==> src/rtl/job_dispatcher_pkg.sv <==
// Shared types and widths for the job dispatcher and its kernel-pool helpers.
package job_dispatcher_pkg;

    localparam int DESC_W   = 512;
    localparam int ISSUED_W = 32;
    localparam int CNT_W    = 2;

    typedef enum logic [1:0] {
        IDLE     = 2'd0,
        WAIT_REG = 2'd1,
        ISSUE    = 2'd2
    } state_e;

    // Index width that stays legal for a single-kernel pool.
    function automatic int idx_w(input int n);
        return (n > 1) ? $clog2(n) : 1;
    endfunction

endpackage

==> src/rtl/job_dispatcher_rr_free_select.sv <==
// Round-robin picker: first set bit of free at or after ptr, wrapping at N-1.
module rr_free_select
    import job_dispatcher_pkg::*;
#(
    parameter int N     = 8,
    parameter int IDX_W = idx_w(N)
) (
    input  logic [N-1:0]     free,
    input  logic [IDX_W-1:0] ptr,
    output logic [IDX_W-1:0] sel_idx,
    output logic             any_free
);

    logic [IDX_W-1:0] cand;

    // Walk offsets from farthest to nearest so the nearest free kernel wins.
    always_comb begin
        sel_idx  = '0;
        any_free = 1'b0;
        cand     = '0;
        for (int k = N - 1; k >= 0; k--) begin
            cand = IDX_W'((int'(ptr) + k) % N);
            if (free[cand]) begin
                sel_idx  = cand;
                any_free = 1'b1;
            end
        end
    end

endmodule

==> src/rtl/job_dispatcher.sv <==
// Accepts jobs from the job manager, waits for the descriptor, and issues it to
// a free kernel chosen round-robin while tracking per-kernel busy state.
module job_dispatcher
    import job_dispatcher_pkg::*;
#(
    parameter int KERNEL_NUM  = 8,
    parameter int REG_LATENCY = 1
) (
    input  logic                  clk,
    input  logic                  rst_n,
    input  logic                  job_start,
    input  logic [DESC_W-1:0]     system_register,
    input  logic [KERNEL_NUM-1:0] kernel_done,
    output logic                  new_job,
    output logic                  job_done,
    output logic [KERNEL_NUM-1:0] kernel_start,
    output logic [DESC_W-1:0]     kernel_job,
    output logic [KERNEL_NUM-1:0] kernel_busy,
    output logic [ISSUED_W-1:0]   jobs_issued,
    output logic                  err_spurious_done
);

    localparam int IDX_W = idx_w(KERNEL_NUM);
    localparam logic [CNT_W-1:0] CNT_INIT = CNT_W'(REG_LATENCY - 1);
    localparam logic [IDX_W-1:0] LAST_IDX = IDX_W'(KERNEL_NUM - 1);

    state_e                state_q, state_d;
    logic [CNT_W-1:0]      cnt_q, cnt_d;
    logic [IDX_W-1:0]      sel_q, sel_d;
    logic [IDX_W-1:0]      rr_ptr_q, rr_ptr_d;
    logic [DESC_W-1:0]     job_q, job_d;
    logic [KERNEL_NUM-1:0] start_q, start_d;
    logic [KERNEL_NUM-1:0] busy_q, busy_d;
    logic [ISSUED_W-1:0]   issued_q, issued_d;
    logic                  err_q, err_d;

    logic [KERNEL_NUM-1:0] free_vec;
    logic [KERNEL_NUM-1:0] set_vec;
    logic [IDX_W-1:0]      pick_idx;
    logic                  any_free;

    assign free_vec = ~busy_q;

    rr_free_select #(
        .N     (KERNEL_NUM),
        .IDX_W (IDX_W)
    ) u_rr_free_select (
        .free     (free_vec),
        .ptr      (rr_ptr_q),
        .sel_idx  (pick_idx),
        .any_free (any_free)
    );

    always_comb begin
        state_d  = state_q;
        cnt_d    = cnt_q;
        sel_d    = sel_q;
        rr_ptr_d = rr_ptr_q;
        job_d    = job_q;
        start_d  = '0;
        issued_d = issued_q;
        set_vec  = '0;
        unique case (state_q)
            IDLE: begin
                // A start with every kernel busy is dropped without trace.
                if (job_start && any_free) begin
                    state_d = WAIT_REG;
                    cnt_d   = CNT_INIT;
                    sel_d   = pick_idx;
                end
            end
            WAIT_REG: begin
                if (cnt_q == '0) begin
                    state_d = ISSUE;
                    job_d   = system_register;
                    for (int i = 0; i < KERNEL_NUM; i++) begin
                        set_vec[i] = (sel_q == IDX_W'(i));
                    end
                    start_d  = set_vec;
                    issued_d = issued_q + ISSUED_W'(1);
                end else begin
                    cnt_d = cnt_q - CNT_W'(1);
                end
            end
            ISSUE: begin
                state_d  = IDLE;
                rr_ptr_d = (sel_q == LAST_IDX) ? '0 : sel_q + IDX_W'(1);
            end
            default: state_d = IDLE;
        endcase

        // Set wins over a same-cycle done; that done is spurious and flagged below.
        busy_d = (busy_q & ~kernel_done) | set_vec;
        err_d  = err_q | (|(kernel_done & ~busy_q));
    end

    always_ff @(posedge clk or negedge rst_n) begin
        if (!rst_n) begin
            state_q  <= IDLE;
            cnt_q    <= '0;
            sel_q    <= '0;
            rr_ptr_q <= '0;
            job_q    <= '0;
            start_q  <= '0;
            busy_q   <= '0;
            issued_q <= '0;
            err_q    <= 1'b0;
        end else begin
            state_q  <= state_d;
            cnt_q    <= cnt_d;
            sel_q    <= sel_d;
            rr_ptr_q <= rr_ptr_d;
            job_q    <= job_d;
            start_q  <= start_d;
            busy_q   <= busy_d;
            issued_q <= issued_d;
            err_q    <= err_d;
        end
    end

    assign new_job           = (state_q == IDLE) && any_free;
    assign job_done          = (state_q == IDLE) && (busy_q == '0);
    assign kernel_start      = start_q;
    assign kernel_job        = job_q;
    assign kernel_busy       = busy_q;
    assign jobs_issued       = issued_q;
    assign err_spurious_done = err_q;

endmodule

==> config.mk <==
export PLATFORM = sky130hd
export DESIGN_NAME = job_dispatcher
export DESIGN_NICKNAME = d
export VERILOG_FILES = /design/src/rtl/job_dispatcher_pkg.sv /design/src/rtl/job_dispatcher_rr_free_select.sv /design/src/rtl/job_dispatcher.sv
export SDC_FILE = /design/constraint.sdc
export NUM_CORES = 1
export LEC_CHECK = 0
export BUFFER_PORTS_ARGS = -buffer_cell sky130_fd_sc_hd__buf_2
export CORE_AREA = 2 2 421 423
export CTS_BUF_LIST = sky130_fd_sc_hd__clkbuf_4
export DETAILED_ROUTE_END_ITERATION = 8
export DIE_AREA = 0 0 423 425
export PLACE_DENSITY = 0.33
export SYNTH_ARGS = -nofsm -noshare
export SYNTH_HDL_FRONTEND = slang
export SYNTH_SLANG_ARGS = --single-unit
export TNS_END_PERCENT = 20
==> constraint.sdc <==
create_clock -name clk -period 3.7 [get_ports clk]
set_clock_uncertainty 0.2 [all_clocks]
set_input_delay 0.37 -clock clk [delete_from_list [all_inputs] [get_ports clk]]
set_output_delay 0.37 -clock clk [all_outputs]
set_load 0.01 [all_outputs]
Yosys cells after proc, flatten, opt, wreduce, memory -nomap -nowiden --
Index checks and enable logic that the tools add are counted.
Word-level totals: register bits after elaboration 571, input port bits 523, output and inout bits 563, word-level logic and storage cells 99
Operators by class: $add $sub $neg 10, $lt $le $gt $ge 8, equal/unequal tests 12, mux-type cells 41, bitwise logic cells 6, reduce and logical (&&, ||, !) cells 13
Operators by type and width (number):
- adder 32 x 1 -> 32 bit, second input constant | 1
- < comparator 3 x 4 -> 1 bit, second input constant | 8
- two-way mux 3 bit | 9
- binary-select mux 1 bit (select 3 bit) | 8
- bitwise AND 8 bit | 2
- two-way mux 1 bit | 16
- two-way mux 8 bit | 2
- inverter 8 bit | 2
- adder 3 bit, second input constant | 4
- equality test 3 bit, second input constant | 4
- zero test 8 bit | 1
- two-way mux 2 bit | 4
- bitwise OR 8 bit | 1
- one-hot mux 2 bit (2 select lines) | 2
- OR reduction 8 bit | 1
- adder 3 x 1 -> 3 bit, second input constant | 2
- adder 3 x 2 -> 3 bit, second input constant | 2
- equality test 3 x 2 -> 1 bit, second input constant | 2
- != test 2 bit, second input constant | 3
- AND reduction 2 bit | 3
- zero test 2 bit | 2
- equality test 3 x 1 -> 1 bit, second input constant | 1
- logical AND 1 bit | 3
- zero test 3 bit | 1
- 6 further kinds | 6

Logic depth before layout (Yosys ltp) --
depth in word-level cells 14, gate-level depth with buffers 12, mapped depth without buffers 10

By module --
A second synthesis with hierarchy kept.
Unflattened totals: cells, all modules 2474, area, all modules 22358.9 um^2
By module, submodules not included:
- job_dispatcher | instances 1, cells each 2384, area an instance 21576.9 um^2, seq. area each 14288.7 um^2
- rr_free_select | instances 1, cells each 90, area an instance 782.0 um^2, seq. area each 0.0 um^2

Least setup slack after synthesis --
No wires, ideal clock.
path type reg2reg, start register rr_ptr_q[1], end register sel_q[1], library setup time 0.126 ns, arrival time 2.774 ns, required time 3.374 ns, slack 0.600 ns, stages on the path, launching flop included 12, buffers on the path 3, period minus slack after synthesis 3.100 ns, path through dfrtp_1 -> buf_6 -> clkbuf_1 -> inv_1 -> ha_1 -> clkbuf_1 -> mux4_1 -> nand4_1 -> nor3_1 -> nor3_4 -> nand2_2 -> a221o_1
Between the ends: word-level cells in the longest chain between the ends 13, elaborated cells between the ends (all ways) 41, those cells by class add/sub (7); mux (32); reduce/logical (2)
Ends and longest elaborated chain:
- from (decl) | RTL line job_dispatcher.sv:30 | logic [IDX_W-1:0] rr_ptr_q, rr_ptr_d;
- from (signal assigned) | RTL line job_dispatcher.sv:112 | rr_ptr_q <= rr_ptr_d;
- adder 3 bit | RTL line job_dispatcher_rr_free_select.sv:22 | cand = IDX_W'((int'(ptr) + k) % N);
- binary-select mux 1 bit (select 3 bit) | RTL line job_dispatcher_rr_free_select.sv:23 | if (free[cand]) begin
- two-way mux 1 bit (not written as such) | RTL line job_dispatcher_rr_free_select.sv:23
- two-way mux 1 bit (8 in series) | RTL line job_dispatcher_rr_free_select.sv:23
- logical AND 1 bit | RTL line job_dispatcher.sv:66 | if (job_start && any_free) begin
- AND reduction 2 bit (no source line)
- to (signal assigned) | RTL line job_dispatcher.sv:111 | sel_q <= sel_d;
- to (decl) | RTL line job_dispatcher.sv:29 | logic [IDX_W-1:0] sel_q, sel_d;
Several ways; a longest one is shown, not always the timed one. The select of a mux whose other input is x is not followed. A chain may end at the register's enable or synchronous reset.

Worst setup path in the final report --
start register busy_q[7], in the netlist kernel_busy[7], end output job_done
Between the ends: word-level cells in the longest chain between the ends 2
Ends and longest elaborated chain:
- from (decl) | RTL line job_dispatcher.sv:33 | logic [KERNEL_NUM-1:0] busy_q, busy_d;
- from (signal assigned) | RTL line job_dispatcher.sv:115 | busy_q <= busy_d;
- zero test 8 bit | RTL line job_dispatcher.sv:122 | assign job_done = (state_q == IDLE) && (busy_q == '0);
- logical AND 1 bit | RTL line job_dispatcher.sv:122
- to (decl) | RTL line job_dispatcher.sv:15 | output logic job_done,
Every way passes these cells.

==> impl_summary.txt <==
----------------------------------------------------
[Global route]
  Total congestion overflow ... 0
  GRT Resource Usage Total ... 13.4%
  Maximum number of pins on one net before global-route repair ... 160
  Wire length of the first global-routing pass ... around 180000 um
  Vias in the first global route ... roughly 27000
  Initial antenna violation count ... 24

[Power and ir drop]
  Net switching power ... 8.99 mW
  Switching Share ... 38.2%
  Pwr per Cell Area ... 538 nW/um^2
  Share of power burned in combinational logic ... a little over a third
  Proportion of power drawn by flip-flops and latches ... 39.2%
  Leakage power summed over all cells ... 22.7 nW
  Portion of total power attributed to the clock network ... 26.1%
  Worst vdd rail ir drop ... 388 uV
  Cell-internal power ... around 15 mW

[STA]
  Hold violation total from the final report ... 0
  Post-route minimum period ... 3.38 ns
  Worst Max-Slew Pin Slew ... 1.07 ns
  Final number of max-transition violations ... 0
  Maximum frequency from static timing analysis ... between 0.2 and 0.3 GHz
  Worst Hold Margin ... 0.265 ns
  Slew Limit Headroom ... 29.0%
  Number of endpoints failing setup at the final stage ... 0
  Final clock period utilization by the worst path ... roughly nine tenths
  Final setup TNS ... 0 ns

[Clock tree]
  TritonCTS sink count ... about 570
  Clock Tree Buf Depth ... 3
  TritonCTS clock tree ... yes
  CTS HTree Levels ... 4
  Clock latency at the later pin of the worst-skew pair ... 1.17 ns
  Clock transition time at the flip-flop clock pins of the worst setup and hold paths ... 0.06 ns
  Total clock buffers created by CTS ... 177
  CTS root buffer ... sky130_fd_sc_hd__clkbuf_4

[Place]
  Placer Congestion ... 0.856
  Cell Count Post-Placement ... roughly 5800
  Quantity of I/O buffers inserted on ports ... roughly 1100
  DP Wirelength ... 88800 um

[Drt]
  Post-route DRC violation count ... 0
  Post-route ant nets ... 0
  DR pass1 iterations ... 5
  Total vias in the final route ... 25389
  Number of vias per cell ... 3.52
  Total detailed-routing wirelength ... 124000 um
  Detailed Route Iter0 Violations ... 1056
  Drt wl/cell ... 17.1 um

[Final layout]
  Fraction of layout instances using a drive strength above 1 ... 29.0%
  Number of nets in the layout ... 5288
  Area used by sequential logic in the layout ... 14300 sq um
  Layout-stage area growth over the synthesis result ... 96.1%
  Multi-input combinational cell area ... between 7000 and 8000 sq um
  Count of fill cells added during filler insertion ... 19381
  Final instance count without filler cells ... 7214

[Flow run]
  Total of max-cap violations ... 0

[Setup path]
  Setup crit start kind ... register
  Slowest stage cell on the critical path ... sky130_fd_sc_hd__or4_1
  Element type at the critical path end ... output port
  Startpoint-to-endpoint class of the critical path ... reg -> out
  Critical-path cell list ... or4_1 > nor4_1 > buf_2
  Biggest fanout along the worst timing path ... 10
  Required time of the critical path ... 3.13 ns
  Worst path max stage delay ... 0.62 ns
  CP arrival ... 2.81 ns

[Floorplanning]
  Vertical die dimension ... 425 um
  Width of the die ... 423 um
  Rows ... 154
  Core area ... 175000 sq um
  Total Die Area ... 180000 sq um
  Starting utilization of the core area ... 12.7%
  Number of top-level pins ... 1086

[Logic synthesis]
  Count of flip-flops with a built-in enable after synthesis ... 0
  Cell variety after synth ... 54
  Register area share after synthesis ... 64.0%
  Share of async-settable or async-resettable flops after synthesis ... 100%
  Syn Std Cell Area ... 22300 sq um
  Synth warnings ... 0
  Count of state elements after synthesis ... 571
  Most common flop cell mapped by yosys ... sky130_fd_sc_hd__dfrtp_1
  Syn nets ... 3008
  Synthesized area per cell ... 9.02 sq um
  Number of instances in the synthesized netlist ... 2475

[Min path]
  Worst min-delay path category ... reg -> reg

[Status]
  Run status ... completed

----------------------------------------------------
==> kinds of logic (layout without fill, tap and decap cells) <==
family / count (synthesis) / in the layout / share of synthesized area [%]
AND/OR/NAND/NOR: 1646 / 1646 / 28.4
flip-flops: 571 / 571 / 64.0
buffers and inverters: 144 / 2520 / 2.50
AO/OA/AOI/OAI: 50 / 50 / 1.61
XOR/XNOR: 36 / 36 / 1.41
multiplexers: 18 / 18 / 1.53
adder cells (fa/ha/maj): 10 / 10 / 0.561
other: 0 / 23 / 0
==> flip-flops by register name, summed over array words and instances (netlist names) <==
signal,count
kernel_busy,8
err_spurious_done,1
cnt_q,2
jobs_issued,32
state_q,2
kernel_start,8
kernel_job,512
rr_ptr_q,3
sel_q,3
==> per-stage QoR <==
step / power (mW) / util [%] / area, sq um / setup WS, ns
6_report: 23.5 / 25.0 / 43800 / 0.318
5_1_grt: 25.3 / 24.9 / 43700 / -0.0175
4_1_cts: 24.1 / 24.9 / 43700 / 0.0191
3_5_place_dp: 16.6 / 17.5 / 30600 / 0.917
3_3_place_gp: 16.6 / 17.5 / 30600 / 0.879
2_1_floorplan: 12.5 / - / 22300 / 0.600
==> cell usage after synthesis (all sizes together) (2+ instances only) <==
cell type,number,area (sq um)
a21oi,3,15.0
o21ai,13,65.1
and3,16,100
nor3,3,26.3
nand4,6,37.5
clkbuf,107,402
dfrtp,571,14300
nand2,1568,5890
xnor2,24,210
ha,10,125
a222oi,2,20.0
inv,21,78.8
o22ai,6,43.8
nand2b,3,18.8
mux4,10,248
and4,2,17.5
xor2,12,105
buf,16,76.3
a31oi,3,18.8
nor2,19,73.8
a22oi,2,15.0
o21bai,8,60.1
and2,5,31.3
mux2i,7,82.6
nand3,18,90.1
==> cells in the final DEF (no fill, tap or decap), types with 3 or more instances in the layout <==
cell type / n
sky130_fd_sc_hd__dlygate4sd3_1: 1097
sky130_fd_sc_hd__inv_2: 6
sky130_fd_sc_hd__nand3_1: 18
sky130_fd_sc_hd__nand2b_1: 3
sky130_fd_sc_hd__buf_4: 28
sky130_fd_sc_hd__xor2_1: 12
sky130_fd_sc_hd__ha_1: 9
sky130_fd_sc_hd__clkbuf_4: 246
sky130_fd_sc_hd__diode_2: 23
sky130_fd_sc_hd__nand2_1: 1567
sky130_fd_sc_hd__o21bai_1: 8
sky130_fd_sc_hd__and3_1: 16
sky130_fd_sc_hd__xnor2_1: 24
sky130_fd_sc_hd__and2_1: 5
sky130_fd_sc_hd__nor2_1: 18
sky130_fd_sc_hd__inv_1: 18
sky130_fd_sc_hd__o22ai_1: 5
sky130_fd_sc_hd__o21ai_0: 11
sky130_fd_sc_hd__a31oi_1: 3
sky130_fd_sc_hd__a21oi_1: 3
sky130_fd_sc_hd__dfrtp_1: 571
sky130_fd_sc_hd__buf_12: 12
sky130_fd_sc_hd__mux2i_1: 6
sky130_fd_sc_hd__mux4_2: 8
sky130_fd_sc_hd__nand4_1: 6
sky130_fd_sc_hd__clkinv_1: 17
sky130_fd_sc_hd__buf_2: 1083
sky130_fd_sc_hd__clkinvlp_4: 3
==> repair_timing <==
item / 4_1_cts / 5_1_grt
resized for setup: 12 / 0
endpoints found under the hold margin: 1098 / 0
hold buffers: 1098 / 0
setup buffers: 6 / 0
setup endpoints to repair: 1 / 0
==> layout make-up <==
class                      instances  area share (%)
inverter                          21           0.197
sequential                       571            32.7
antenna                           23           0.132
multi-input combinational       1760            17.1
tap                             2340            6.69
clock buffer                     246            4.22
clock inverter                    29           0.380
timing repair buffer            2224            38.7
==> power by group through the flow <==
stage          registers (mW)  logic [mW]  clock network, mW
6_report                 9.22        8.17               6.14
5_1_grt                  9.44        8.97               6.86
4_1_cts                  9.21        8.37               6.54
3_5_place_dp             9.27        7.33                  0
3_3_place_gp             9.26        7.34                  0
2_1_floorplan            10.0        2.43                  0
==> path summary, 6_finish.rpt <==
kind,from,to,slack (ns),cells after the start
worst max-delay path,kernel_busy[7],job_done,0.32,3
worst min-delay path,kernel_job[385],kernel_job[385],0.26,2
worst max register to register,cnt_q[0],kernel_job[178],0.86,8
worst min register to register,kernel_job[385],kernel_job[385],0.26,2
max in group asynchronous,rst_n,sel_q[0],2.21,5
min in group asynchronous,rst_n,kernel_job[66],0.45,4
==> worst max-delay path, delay by kind of cell, from the launching register on <==
family                 cells  cell delay, ns
buffers and inverters      1            0.20
DFF                        1            0.52
and+or+nand+nor            2            0.93
==> metal layers <==
metal,vias up,global-route usage (%),part of all wire [%],wire [um]
li1,12244,-,-,-
met1,12140,16.3,42,52400
met2,760,22.2,48,59700
met3,225,3.90,5.9,7280
met4,20,5.13,3.4,4240
met5,-,0,0.10,126
Power figures use the tool's default switching activity.
